==> src/rtl/mem_scan_pkg.sv <==
// Shared encodings for the memory scan unit: scan modes, FSM states and a
// small elaboration-time helper.
package mem_scan_pkg;

    typedef enum logic [1:0] {
        MODE_MAX = 2'd0,
        MODE_MIN = 2'd1,
        MODE_CNT = 2'd2,
        MODE_RSV = 2'd3
    } scan_mode_t;

    typedef enum logic [1:0] {
        IDLE  = 2'd0,
        SCAN  = 2'd1,
        DRAIN = 2'd2,
        DONE  = 2'd3
    } scan_state_t;

    function automatic int max_int(input int a, input int b);
        return (a > b) ? a : b;
    endfunction

endpackage

==> src/rtl/mem_scan_ram.sv <==
// Simple dual-port storage: one write port, one synchronous read port with
// a single cycle of read latency. Contents are never reset.
module mem_scan_ram
    import mem_scan_pkg::*;
#(
    parameter int WIDTH = 8,
    parameter int DEPTH = 64,
    localparam int AW = $clog2(DEPTH)
) (
    input  logic             Clk,
    input  logic             we,
    input  logic [AW-1:0]    waddr,
    input  logic [WIDTH-1:0] wdata,
    input  logic [AW-1:0]    raddr,
    output logic [WIDTH-1:0] rdata
);

    logic [WIDTH-1:0] mem [DEPTH];

    always_ff @(posedge Clk) begin
        if (we) begin
            mem[waddr] <= wdata;
        end
        rdata <= mem[raddr];
    end

endmodule

==> src/rtl/mem_scan_unit.sv <==
// Scans a window of the internal memory and reports its maximum, minimum or
// the number of words equal to a key, with wrap-around addressing.
module mem_scan_unit
    import mem_scan_pkg::*;
#(
    parameter int WIDTH = 8,
    parameter int DEPTH = 64,
    localparam int AW = $clog2(DEPTH),
    localparam int RW = max_int(WIDTH, AW + 1)
) (
    input  logic             Clk,
    input  logic             Rst,
    input  logic             wr,
    input  logic [AW-1:0]    AB,
    input  logic [WIDTH-1:0] DB,
    input  logic             start,
    input  logic [1:0]       mode,
    input  logic [AW-1:0]    base,
    input  logic [AW:0]      len,
    input  logic [WIDTH-1:0] key,
    output logic             busy,
    output logic             done,
    output logic [RW-1:0]    result,
    output logic [AW-1:0]    res_addr
);

    localparam logic [AW:0]   DEPTH_W  = (AW + 1)'(DEPTH);
    localparam logic [AW:0]   CNT_ONE  = (AW + 1)'(1);
    localparam logic [AW-1:0] ADDR_ONE = AW'(1);

    scan_state_t state, state_nx;

    scan_mode_t       mode_q;
    logic [WIDTH-1:0] key_q;
    logic [AW:0]      total_q;
    logic [AW:0]      issued_q;
    logic [AW-1:0]    addr_q;

    logic             rvalid_q;
    logic [AW-1:0]    raddr_q;
    logic [WIDTH-1:0] rdata;

    logic             have_q, have_nx;
    logic [WIDTH-1:0] best_q, best_nx;
    logic [AW-1:0]    best_addr_q, best_addr_nx;
    logic [AW:0]      count_q, count_nx;

    logic [AW:0]      len_eff;
    logic             last_issue;
    logic             ram_we;
    logic             issuing;
    logic             is_min;
    logic             is_cnt;
    logic             take;

    mem_scan_ram #(
        .WIDTH(WIDTH),
        .DEPTH(DEPTH)
    ) u_ram (
        .Clk   (Clk),
        .we    (ram_we),
        .waddr (AB),
        .wdata (DB),
        .raddr (addr_q),
        .rdata (rdata)
    );

    // A zero length, or any length past the end of memory, means one full pass.
    always_comb begin
        len_eff = len;
        if ((len == '0) || (len > DEPTH_W)) begin
            len_eff = DEPTH_W;
        end
    end

    assign last_issue = (issued_q == (total_q - CNT_ONE));
    assign is_min     = (mode_q == MODE_MIN);
    assign is_cnt     = (mode_q == MODE_CNT);

    always_ff @(posedge Clk or negedge Rst) begin
        if (!Rst) begin
            state <= IDLE;
        end else begin
            state <= state_nx;
        end
    end

    always_comb begin
        state_nx = state;
        case (state)
            IDLE:    if (start) state_nx = SCAN;
            SCAN:    if (last_issue) state_nx = DRAIN;
            DRAIN:   state_nx = DONE;
            DONE:    state_nx = IDLE;
            default: state_nx = IDLE;
        endcase
    end

    always_comb begin
        busy    = (state != IDLE);
        done    = (state == DONE);
        ram_we  = wr && (state == IDLE);
        issuing = (state == SCAN);
    end

    // Strict comparisons keep the earliest address on ties; the first datum always seeds.
    always_comb begin
        take = 1'b0;
        if (!have_q) begin
            take = 1'b1;
        end else if (is_min) begin
            take = (rdata < best_q);
        end else begin
            take = (rdata > best_q);
        end
    end

    always_comb begin
        have_nx      = have_q;
        best_nx      = best_q;
        best_addr_nx = best_addr_q;
        count_nx     = count_q;
        if (rvalid_q) begin
            have_nx = 1'b1;
            if (take) begin
                best_nx      = rdata;
                best_addr_nx = raddr_q;
            end
            if (rdata == key_q) begin
                count_nx = count_q + CNT_ONE;
            end
        end
    end

    always_ff @(posedge Clk or negedge Rst) begin
        if (!Rst) begin
            mode_q      <= MODE_MAX;
            key_q       <= '0;
            total_q     <= '0;
            issued_q    <= '0;
            addr_q      <= '0;
            rvalid_q    <= 1'b0;
            raddr_q     <= '0;
            have_q      <= 1'b0;
            best_q      <= '0;
            best_addr_q <= '0;
            count_q     <= '0;
            result      <= '0;
            res_addr    <= '0;
        end else begin
            rvalid_q <= issuing;
            raddr_q  <= addr_q;

            if ((state == IDLE) && start) begin
                mode_q      <= scan_mode_t'(mode);
                key_q       <= key;
                total_q     <= len_eff;
                issued_q    <= '0;
                addr_q      <= base;
                have_q      <= 1'b0;
                best_q      <= '0;
                best_addr_q <= '0;
                count_q     <= '0;
            end

            if (issuing) begin
                addr_q   <= addr_q + ADDR_ONE;
                issued_q <= issued_q + CNT_ONE;
            end

            if ((state == SCAN) || (state == DRAIN)) begin
                have_q      <= have_nx;
                best_q      <= best_nx;
                best_addr_q <= best_addr_nx;
                count_q     <= count_nx;
            end

            // The last datum arrives in DRAIN, so the reported values are taken from the merge path.
            if (state == DRAIN) begin
                result   <= is_cnt ? RW'(count_nx) : RW'(best_nx);
                res_addr <= is_cnt ? '0 : best_addr_nx;
            end
        end
    end

endmodule

==> config.mk <==
export PLATFORM = sky130hd
export DESIGN_NAME = mem_scan_unit
export DESIGN_NICKNAME = d
export VERILOG_FILES = /design/src/rtl/mem_scan_pkg.sv /design/src/rtl/mem_scan_ram.sv /design/src/rtl/mem_scan_unit.sv
export SDC_FILE = /design/constraint.sdc
export NUM_CORES = 1
export LEC_CHECK = 0
export ABC_AREA = 1
export CAP_MARGIN = 20
export CORE_MARGIN = 2
export CORE_UTILIZATION = 30
export DETAILED_ROUTE_END_ITERATION = 16
export PLACE_DENSITY = 0.45
export SLEW_MARGIN = 0
export SYNTH_ARGS = -nofsm -noshare
export SYNTH_HDL_FRONTEND = slang
export SYNTH_SLANG_ARGS = --single-unit
==> constraint.sdc <==
create_clock -name Clk -period 3.29 [get_ports Clk]
set_input_delay 0.329 -clock Clk [delete_from_list [all_inputs] [get_ports Clk]]
set_output_delay 0.329 -clock Clk [all_outputs]
set_load 0.03 [all_outputs]
* Word level (Yosys, flattened, before mapping)
Memories as Yosys holds them, arrays and structs flattened. A register that Yosys moved wholly into a read port is not among the register bits.
Cells that the tools add are included.
W data, S select, Z words.
** Storage, ports and cells
- Flip-flop bits (word level) :: 75
- Bits in writable memories :: 512
- Input bits :: 41
- Output and inout bits :: 16
- Word-level logic and storage cells :: 71
- Memories :: 1
** Memory list
- u_ram.mem :: depth 64, bits a word 8, read ports 1, clocked after memory_dff 1, wr ports 1, line mem_scan_ram.sv:18 : logic [WIDTH-1:0] mem [DEPTH];
** Cells by class
- Add/sub/neg operators :: 4
- Magnitude comparators :: 3
- Equal/unequal tests :: 10
- Muxes and demuxes :: 28
- Reductions and logical operators :: 11
** Operators by type and width (count)
- $mux W6 :: 7
- $mux W7 :: 6
- $mux W8 :: 5
- $add A7 B1 Y7 const B :: 2
- $eq A8 B8 Y1 :: 1
- $gt A8 B8 Y1 :: 1
- $lt A8 B8 Y1 :: 1
- $pmux W2 S4 :: 1
- $eq A7 B7 Y1 :: 1
- $gt A7 B7 Y1 const B :: 1
- $logic_not A7 Y1 :: 1
- $mux W1 :: 7
- $sub A7 B1 Y7 const B :: 1
- $add A6 B1 Y6 const B :: 1
- $eq A2 B2 Y1 const B :: 3
- $ne A2 B2 Y1 const B :: 3
- $reduce_bool A2 Y1 :: 3
- $eq A2 B1 Y1 const B :: 2
- $mux W2 :: 2
- $reduce_and A2 Y1 :: 2
- $logic_and A1 B1 Y1 :: 2
- $logic_not A2 Y1 :: 1
- $logic_or A1 B1 Y1 :: 2

* Longest topological paths before layout
Gate-level depths: netlist (run 1).
- Depth in word-level cells :: 6
- Mapped depth :: 17
- Gate-level depth less buffers :: 16

* Modules after synthesis
A second synthesis (run 1) with hierarchy kept.
** Second synthesis, totals
- Cells, all modules :: 2360
- Area total of the unflattened synthesis :: 25584.5 um2
** By module, submodules not included
- mem_scan_ram :: instances 1, cells an instance 1805, area each 21339.2 um2
- mem_scan_unit :: instances 1, cells an instance 555, area each 4245.3 um2

* Worst setup path before layout (run 1)
OpenSTA, ideal clock, no wires.
- Path kind :: reg-to-reg
- Start point :: register state[0]
- End point :: memory u_ram.mem[48][0], enable pin
- Arrival :: 1.932 ns
- Slack :: 0.963 ns
- Cell stages (with the launch flop) :: 7
- Buffers on the path :: 0
- Path through :: dfrtp_1 -> inv_1 -> ha_1 -> nand2_1 -> clkinv_1 -> nand4_1 -> nor4_1
** Between the ends
- Word-level cells in the longest chain between the ends :: 4
** Ends and longest elaborated chain
- from (decl) :: line mem_scan_unit.sv:31 : scan_state_t state, state_nx;
- from (signal assigned) :: line mem_scan_unit.sv:84 : state <= state_nx;
- $logic_not A2 Y1 :: line mem_scan_unit.sv:102 : ram_we = wr && (state == IDLE);
- $logic_and A1 B1 Y1 :: line mem_scan_unit.sv:102
- $mux W1 :: line mem_scan_ram.sv:21 : if (we) begin
- $mux W1 (implied by the code) :: line mem_scan_ram.sv:22 : mem[waddr] <= wdata;
- to (decl) :: line mem_scan_ram.sv:18
No other way between the ends.

* Worst setup path after layout (run 1)
- Start point :: register u_ram.rdata[0], read port of u_ram.mem
- End point :: register best_addr_q[5]
** Between the ends
- Word-level cells in the longest chain between the ends :: 6
** Ends and longest elaborated chain
- from (decl) :: line mem_scan_ram.sv:15 : output logic [WIDTH-1:0] rdata
- $gt A8 B8 Y1 / $lt A8 B8 Y1 (equally long branches) :: line mem_scan_unit.sv:114, mem_scan_unit.sv:112
- $mux W1 * :: line mem_scan_unit.sv:111 : end else if (is_min) begin
- $mux W1 * :: line mem_scan_unit.sv:109 : if (!have_q) begin
- $mux W6 * :: line mem_scan_unit.sv:125 : if (take) begin
- $mux W6 * :: line mem_scan_unit.sv:123 : if (rvalid_q) begin
- $mux W6 * :: line mem_scan_unit.sv:171 : if ((state == SCAN) || (state == DRAIN)) begin
- to (signal assigned) :: line mem_scan_unit.sv:174 : best_addr_q <= best_addr_nx;
- to (decl) :: line mem_scan_unit.sv:45 : logic [AW-1:0] best_addr_q, best_addr_nx;
Every way passes the cells marked *; elsewhere a longest branch is shown, timed or not.
A chain may end at the register's enable or synchronous reset.

==> results of run 1 <==
power breakdown:
group	switching, W	leakage [nW]	internal (W)
Combinational	0.00615	3.49	0.00261
Clock	0.00306	1.05	0.00439
Sequential	0.000431	5.62	0.00870
worst max-delay path: stages, from the launching register on:
cell	delay (ns)
dfxtp_1	0.51
inv_1	0.14
ha_1	0.22
inv_1	0.05
nand2_1	0.04
nand2_1	0.05
nand2_1	0.05
nand2_1	0.06
nand2_1	0.06
nand2_1	0.06
nand2_1	0.05
nand3_2	0.13
nand2_1	0.46
o21ai_0	0.42
o21ai_0	0.11
layout by cell type, fill, tap and decap left out, types with 19 or more instances in the layout:
cell / instances
o21ai_1: 29
dfrtp_1: 72
nand2_1: 257
o22ai_1: 71
nand4_1: 44
nor2_1: 388
o21ai_0: 291
inv_1: 84
clkbuf_16: 68
edfxtp_1: 512
o221ai_1: 20
a21oi_1: 19
nand3_1: 85
o211ai_1: 49
buf_4: 109
clkdlybuf4s50_1: 47
cell type report:
type	count	area (um2)	area share, %
Sequential cell	595	17400	59.7
Multi-Input combinational cell	1308	6310	21.6
Clock buffer	80	1770	6.06
Timing Repair Buffer	179	1620	5.55
Tap cell	1070	1340	4.59
Clock inverter	37	383	1.31
Inverter	89	339	1.16
cell usage after synthesis (4+ instances only):
cell type	count
o21ai_0	291
o221ai_1	20
clkbuf_1	69
inv_1	85
buf_4	8
dfrtp_1	75
o22ai_1	71
buf_1	6
edfxtp_1	512
buf_6	9
o211ai_1	49
buf_2	27
nor2_1	389
o21ai_1	29
a21oi_1	19
nand2_1	257
xor2_1	11
xnor2_1	4
nand4_1	44
nor4_1	9
dfxtp_1	8
nand3_1	85
ha_1	17
flip-flops by register name (all words and copies together), names as in the netlist, 7 cells and up:
register	cells
issued_q	7
u_ram.mem	512
key_q	8
best_q	8
u_ram.rdata	8
count_q	7
result	8
total_q	7
cells by family after synthesis:
group | count (synthesis) | share of synthesized area, %
adder cells (fa/ha/maj) | 17 | 0.863
AO/OA/AOI/OAI | 484 | 11.1
AND/OR/NAND/NOR | 792 | 13.1
buffers and inverters | 210 | 3.74
flip-flops | 595 | 70.7
XOR/XNOR | 15 | 0.533
through the flow:
step / setup WS, ns / area [um2] / hold WS, ns / power [W]
2_1_floorplan: 0.963 / 24600 / 0.0334 / 0.0147
3_3_place_gp: 0.685 / 27000 / 0.377 / 0.0181
3_5_place_dp: 0.723 / 27000 / 0.379 / 0.0181
4_1_cts: 0.711 / 29200 / 0.233 / 0.0256
5_1_grt: 0.533 / 29200 / 0.234 / 0.0268
6_report: 0.711 / 29200 / 0.236 / 0.0253
how the worst max path moves through the flow:
stage | startpoint | end | slack, ns | cells after the start
after global routing | u_ram.rdata[0]$_DFF_P_ | best_q[4]$_DFFE_PN0P_ | 0.53 | 15
final | u_ram.rdata[0]$_DFF_P_ | best_addr_q[5]$_DFFE_PN0P_ | 0.71 | 14
after CTS | u_ram.rdata[0]$_DFF_P_ | best_addr_q[5]$_DFFE_PN0P_ | 0.71 | 10
after detailed placement | u_ram.rdata[0]$_DFF_P_ | best_addr_q[5]$_DFFE_PN0P_ | 0.72 | 14
after global placement | u_ram.rdata[0]$_DFF_P_ | best_addr_q[5]$_DFFE_PN0P_ | 0.68 | 14
after floorplan | state[0]$_DFFE_PN0P_ | u_ram.mem[48][0]$_DFFE_PP_ | 0.96 | 6
per-layer routing:
metal | up-vias | wire length (um) | part of all wire (%)
met2 | 448 | 32900 | 45
met4 | 0 | 1650 | 2.3
met1 | 8463 | 34100 | 47
li1 | 7845 | - | -
met5 | - | 0 | 0
met3 | 102 | 3720 | 5.1
==> flow_metrics.env, run 1 <==
export IMPL_status="finished clean"
export IMPL_placedCellCount=3240
export IMPL_cts_tree="yes"
export IMPL_fin_nets=2298
export IMPL_synth_avg_cell_area_um2=11.7
export IMPL_area_growth_pct=18.4
export IMPL_cp_max_fo=21
export IMPL_final_antenna_net_count=0
export IMPL_start_util_pct=30.2
export IMPL_fill_cells=8042
export IMPL_portBuffers=56
export IMPL_drive_gt1_share_pct=10.3
export IMPL_required_ns=3.75
export IMPL_setup_viol_count_final=0
export IMPL_ys_seq_elements=595
export IMPL_design_core_area_um2=81700
export IMPL_p_leak_nw=10.2
export IMPL_ctsResizeCount=0
export IMPL_critPathKind="register to register"
export IMPL_diodes=0
export IMPL_whs_path_depth=2
export IMPL_r2r_end="best_addr_q[5]$_DFFE_PN0P_"
export IMPL_global_route_usage_met2_pct=26.6
export IMPL_startpoint_type="register"
export IMPL_slew_violations=0
export IMPL_p_per_area_nw_per_um2=868
export IMPL_fin_cells=3358
export IMPL_viasPerCell=5.02
export IMPL_clk_pin_slew_ns=0.06
export IMPL_cts_buffers=67
export IMPL_grt_max_degree=141
export IMPL_h_tree_depth=3
export IMPL_reg2reg_slack_ns=0.71
export IMPL_drt_total_wl_um=72400
export IMPL_use_met1_pct=24.7
export IMPL_synth_area_leaders="edfxtp_1 (62%), dfrtp_1 (7.6%), nor2_1 (5.9%)"
export IMPL_min_to="u_ram.mem[60][4]$_DFFE_PP_"
export IMPL_tightest_slew_ns=0.944
export IMPL_gr_usage_all_layers_pct=17.0
export IMPL_rsz0062_at_grt="false"
export IMPL_crit_path_end_kind="register"
export IMPL_drtPass1Iterations=6
export IMPL_worstSkewPairLatency_ns=0.61
export IMPL_r2r_cells=14
export IMPL_first_global_vias=16400
export IMPL_drt_iter0_drc=1456
export IMPL_synth_cells=2113
export IMPL_r2r_start="u_ram.rdata[0]$_DFF_P_"
export IMPL_relSlewSlack_pct=37.1
export IMPL_die_width_um=291
export IMPL_hold_viol=0
export IMPL_post_dp_hpwl_um=45600
export IMPL_yosys_area_top_type="edfxtp_1"
export IMPL_rows=105
export IMPL_clock_path_buffers=3
export IMPL_fin_crit_sh_pct=78.4
export IMPL_hp_start="DB[4]"
export IMPL_yosysWarnings=0
export IMPL_dieArea_um2=84400
export IMPL_max_freq_mhz=388
export IMPL_synth_enable_flop_cells=512
export IMPL_peakVddDrop_mv=0.414
export IMPL_synth_async_reset_ratio_pct=12.6
export IMPL_fin_tns_setup_ns=0
export IMPL_cts_setup_buffers=0
export IMPL_cts_sink_count=595
export IMPL_hold_class="input pin to register"
export IMPL_cts_root_buffer_cell="clkbuf_16"
export IMPL_fin_util_pct=35.7
export IMPL_grt_util_met3_pct=2.55
export IMPL_final_setup_skew_ns=0.0184
export IMPL_synthFlopType="edfxtp_1"
export IMPL_fin_crit_ns=2.58
export IMPL_io_pins=57
export IMPL_arrival_ns=3.03
export IMPL_grt_pass1_wl_um=109000
export IMPL_routabilityCongestion=0.819
export IMPL_avgRoutedWirePerCell_um=21.6
export IMPL_synth_fp_nets=2171
export IMPL_dr_total_vias=16900
export IMPL_ctsHoldBuffers=1
export IMPL_syn_cell_area_um2=24600
export IMPL_dieHeight_um=291
export IMPL_grt_ovfl_total=0
export IMPL_ys_types=36
export IMPL_ys_seq_area_share_pct=70.7
export IMPL_antenna_found_initial=0
export IMPL_synth_top_area_share_pct=62.4
export IMPL_maxCapViolCount=0
export IMPL_grt_busiest_layer="met2"
export IMPL_drc=0
Power figures use the tool's default switching activity.
==> inputs of run 2 (changes only) <==
PLACE_DENSITY = 0.47   (was 0.45)
clock period = 2.16 ns   (was 3.29 ns; I/O delays follow)
==> flow_metrics.env, run 2 (same netlist as run 1, synthesis figures left out) <==
export IMPL_rsz0062_at_grt="true"
export IMPL_cts_tree="yes"
export IMPL_worstSkewPairLatency_ns=0.60
export IMPL_grt_pass1_wl_um=106000
export IMPL_fin_crit_ns=2.15
export IMPL_dieArea_um2=84400
export IMPL_io_pins=57
export IMPL_fin_cells=3449
export IMPL_maxCapViolCount=0
export IMPL_cts_sink_count=595
export IMPL_design_core_area_um2=81700
export IMPL_cts_buffers=67
export IMPL_p_leak_nw=10.8
export IMPL_max_freq_mhz=465
export IMPL_finalHoldWorstSlack_ns=0.126
export IMPL_largest_register_ff_count=512
export IMPL_hold_class="input pin to register"
export IMPL_fin_nets=2387
export IMPL_rows=105
export IMPL_dieHeight_um=291
export IMPL_setup_viol_count_final=0
export IMPL_startpoint_type="register"
export IMPL_antenna_found_initial=0
export IMPL_final_setup_skew_ns=0.0209
export IMPL_hold_viol=0
export IMPL_portBuffers=56
export IMPL_tightest_slew_ns=0.767
export IMPL_avgRoutedWirePerCell_um=20.6
export IMPL_arrival_ns=2.64
export IMPL_crit_path_end_kind="register"
export IMPL_layout_common_cells="edfxtp_1 (512), nor2_1 (377), o21ai_0 (263)"
export IMPL_setup_ws_ns=0.00767
export IMPL_slew_violations=0
export IMPL_diodes=0
export IMPL_post_dp_hpwl_um=44500
export IMPL_drive_gt1_share_pct=15.8
export IMPL_routabilityCongestion=0.826
export IMPL_top_register="u_ram.mem"
export IMPL_grt_ovfl_total=0
export IMPL_status="finished clean"
export IMPL_drtPass1Iterations=5
export IMPL_cts_root_buffer_cell="clkbuf_16"
export IMPL_drc=0
export IMPL_placedCellCount=3314
export IMPL_place_ws_ns=-0.305
export IMPL_p_per_area_nw_per_um2=1330
export IMPL_final_antenna_net_count=0
export IMPL_peakVddDrop_mv=0.644
export IMPL_mostFrequentLayoutCell="edfxtp_1"
export IMPL_gr_usage_all_layers_pct=16.5
export IMPL_clock_path_buffers=3
export IMPL_first_global_vias=16800
export IMPL_fin_crit_sh_pct=99.6
export IMPL_drt_iter0_drc=1443
export IMPL_required_ns=2.65
export IMPL_relSlewSlack_pct=48.7
export IMPL_start_util_pct=30.2
export IMPL_die_width_um=291
export IMPL_grt_max_degree=70
export IMPL_viasPerCell=4.98
export IMPL_fill_cells=7909
export IMPL_cp_max_fo=20
export IMPL_drt_total_wl_um=71200
export IMPL_clk_pin_slew_ns=0.06
export IMPL_area_growth_pct=23.8
export IMPL_h_tree_depth=3
export IMPL_critPathKind="register to register"
export IMPL_dr_total_vias=17200
## run 2: changes by cell type in the layout (fill, tap and decap cells not counted), moves of 9 or more
cell / previous run / this run
nor2_1: 388 / 377
buf_12: 14 / 30
buf_4: 109 / 163
nand3_2: 1 / 15
o21ai_0: 291 / 263
nand3_1: 85 / 71
buf_6: 0 / 9
o21ai_1: 29 / 55
## run 2: final cells by class
type | count | area [um2] | share of cell area, %
Inverter | 89 | 349 | 1.14
Clock buffer | 88 | 1820 | 5.96
Timing Repair Buffer | 268 | 2680 | 8.77
Multi-Input combinational cell | 1308 | 6580 | 21.6
Clock inverter | 31 | 318 | 1.04
Tap cell | 1070 | 1340 | 4.39
Sequential cell | 595 | 17400 | 57.1
## run 2: per-layer routing
| layer | share of wire, % | GRT usage (%) | vias up |
|---|---|---|---|
| li1 | - | - | 8046 |
| met2 | 46 | 26.4 | 535 |
| met1 | 46 | 23.1 | 8503 |
| met5 | 0 | 0 | - |
| met4 | 2.2 | 4.36 | 0 |
| met3 | 5.6 | 2.77 | 94 |
## run 2: per-stage QoR
step | TNS [ns] | cell area, um2 | total power (W) | utilization, %
detailed placement | -57.75 | 27800 | 0.0286 | 34.0
global route | -0.283 | 30500 | 0.0429 | 37.3
CTS | -0.00396 | 30000 | 0.0399 | 36.7
global placement | -51.10 | 27800 | 0.0285 | 34.0
floorplan | -10.66 | 24600 | 0.0225 | -
finish | 0 | 30500 | 0.0406 | 37.3
## run 2: worst paths after layout
kind / cells past startpoint / endpoint / start / slack, ns
max: 9 / u_ram.rdata[3]$_DFF_P_ / addr_q[0]$_DFFE_PN0P_ / 0.008
min: 2 / u_ram.mem[36][3]$_DFFE_PP_ / DB[3] / 0.13
max reg2reg: 9 / u_ram.rdata[3]$_DFF_P_ / addr_q[0]$_DFFE_PN0P_ / 0.008
min reg2reg: 0 / raddr_q[3]$_DFF_PN0_ / addr_q[3]$_DFFE_PN0P_ / 0.44
max in group asynchronous: 3 / count_q[0]$_DFFE_PN0P_ / Rst / 1.35
min in group asynchronous: 2 / issued_q[2]$_DFFE_PN0P_ / Rst / 0.16
## run 2: what timing repair did
item | CTS | global route
endpoints found under the hold margin | 39 | 0
buffers inserted | 1 | 11
gates cloned | 1 | 4
gates resized for setup | 10 | 106
pin swaps | 0 | 40
hold buffers | 1 | 0
setup endpoints to repair | 339 | 139
## run 2: power by group
part           internal [W]  switching (W)
combinational       0.00566        0.00988
sequential           0.0133       0.000697
clock               0.00655        0.00459
total                0.0255         0.0152
## run 2: worst max-delay path, stage by stage, from the launching register on
cell	delay [ns]
dfrtp_4	0.59
buf_12	0.20
buf_4	0.16
clkbuf_16	0.18
o21ai_1	0.14
o21ai_0	0.08
o211ai_1	0.28
nand4_1	0.17
nand3_1	0.17
nand2_1	0.07
==> RTL edit: new RTL, settings of run 2 <==
Encoding of `scan_state_t`: now one-hot (4 bits for 4 states).
--- a/src/rtl/mem_scan_pkg.sv
+++ b/src/rtl/mem_scan_pkg.sv
@@ -11,7 +11,7 @@
 
-    typedef enum logic [1:0] {
-        IDLE  = 2'd0,
-        SCAN  = 2'd1,
-        DRAIN = 2'd2,
-        DONE  = 2'd3
+    typedef enum logic [3:0] {
+        IDLE  = 4'b0001,
+        SCAN  = 4'b0010,
+        DRAIN = 4'b0100,
+        DONE  = 4'b1000
     } scan_state_t;
Check against the original RTL: same outputs for any inputs over 4 cycles, from zero or initial values and one cycle with Rst low; so few cycles prove little.
==> RTL edit against run 2 <==
Synthesized area fell by 0.18%. Highest routed layer unchanged. Design area fell by 1.4%. Setup slack improved by 0.027 ns. Power fell by 5.3%. Sequential cell count rose by 2. Final cell count fell by 1.4%. Wire length rose by 5.7%. Utilization fell by 0.45 points. Critical path type unchanged.
==> RTL edit: results (changes against run 2) <==
Critical Path Fanout Max: 9 (-55%)
Number of global-route vias before repair: 17260 (+2.7%)
Share of cells above drive strength 1: 0.1415 (-0.01696)
# clk buffers: 82 (-6.8%)
Multi-In Gates: 1288 (-1.5%)
Worst path arrival time: 2.61 ns (-0.03 ns)
Unique cell type count in the Yosys netlist: 42 (+17%)
Static leakage: 10.67 nW (-1.3%)
Nonclk inv count: 86 (-3.4%)
Min-delay worst type: input pin to flip-flop
CTS buffer count: 68 (+1.5%)
Cell Area, Placed: 0.02756 mm² (-0.89%)
H-Tree Depth: 3 (unchanged)
Drt initial violations: 1788 (+24%)
GP Congestion: 0.8598 (+4.1%)
Layout non-clock buf frac: 0.07906 (-0.008645)
Async set-or-reset flop fraction in the synthesized netlist: 0.1290 (+0.002928)
DR vias: 17280 (+0.60%)
Non-Clock Buffer Count: 242 (-9.7%)
Pin count of the biggest net entering global routing: 65 (-7.1%)
Area growth from synthesis to layout: 22.33%
Post-synthesis sequential area ratio: 0.7100 (+0.003344)
Synth cell count leaders: edfxtp_1, nor2_1, o21ai_0
Final Skew: 0.02872 ns (+0.007791 ns)
TritonRoute pass-1 iters: 5 (unchanged)
First-pass GRT wire length: 111700 µm (+5.5%)
Setup slack, reg-to-reg: 0.04 ns (+0.03 ns)
Syn Nets: 2144 (-1.2%)
Max reg flops: 512 (unchanged)
Worst slew margin: 0.5794 (+0.09277)
Worst vdd rail ir drop: 0.6602 mV (+2.5%)
Fin crit period: 2.125 ns (-0.02746 ns)
Fraction of area in registers: 0.5811 (+0.009842)
Antenna violations before repair: 0 (unchanged)
Reg clk slew, reported paths: 0.06 ns (about the same)
Clk buf depth: 3 (unchanged)
Crit-path slowest cell: dfrtp_4
Layout filler cell count: 7903 (-0.076%)
Largest cells by area after synthesis: edfxtp_1, dfrtp_1, nor2_1, o21ai_0, nand2_1
Nets: 2336 (-2.1%)
GRT Overall Usage: 0.1759 (+0.01131)
Per-cell routed wire length: 22.12 µm (+7.2%)
Clk cell area share: 0.07469 (+0.004709)
Status: finished, final reports clean
Top reg by flops: u_ram.mem
Sequential cells: 597 (+0.34%)
DP Wirelength: 48650 µm (+9.3%)
CP Capture Point: u_ram.rdata[2]
Fraction of area in multi-input gates: 0.2095 (-0.006212)
Chip width: 290.3 µm (about the same)
Root Buffer Master: clkbuf_16
==> RTL edit: worst min path at each step <==
stage,from,to,slack [ns],depth (start not counted)
after detailed placement,Rst,total_q[4],0.28,1
after CTS,DB[5],u_ram.mem[38][5],0.03,1
after global placement,Rst,total_q[5],0.28,1
after floorplan,Rst,addr_q[0],-0.08,0
after global routing,DB[5],u_ram.mem[38][5],0.04,1
final,DB[5],u_ram.mem[38][5],0.04,1
==> RTL edit: kinds of logic (layout without fill, tap and decap cells) <==
logic type                 count (synthesis)  count (layout)  synth area share
and+or+nand+nor                          771             771            0.1274
DFF                                      597             597            0.7100
AOI/OAI and AO/OA                        484             484            0.1116
buffers and inverters                    206             447           0.03734
xor gates and xnor gates                  20              20          0.007122
adders and majority gates                 12              12          0.006105
muxes                                      1               1         0.0004070
==> RTL edit: where the power goes <==
part / internal (mW) / switching, mW
Sequential: 13.1 / 0.589
Clock: 7.08 / 4.67
Combinational: 4.46 / 8.57
==> RTL edit: repair_timing <==
item | 4_1_cts | 5_1_grt
gates resized for setup | 18 | 34
setup endpoints to repair | 207 | 346
hold buffers | 3 | 0
pin swaps | 2 | 8
hold endpoints to repair | 54 | 0
buffers inserted | 3 | 3
gates cloned | 1 | 1
==> RTL edit: per-layer routing <==
layer,share of wire,vias up,GRT usage
li1,-,7904,-
met1,0.44,8624,0.2396
met2,0.47,621,0.2885
met3,0.064,132,0.02952
met4,0.028,0,0.05170
met5,0,-,0
==> RTL edit: metrics by stage <==
stage,setup WS [ns],instances
2_1_floorplan,0.1003,2091
3_3_place_gp,-0.1516,3272
3_5_place_dp,-0.1016,3272
4_1_cts,0.001138,3398
5_1_grt,-0.03705,3402
6_report,0.03513,3402
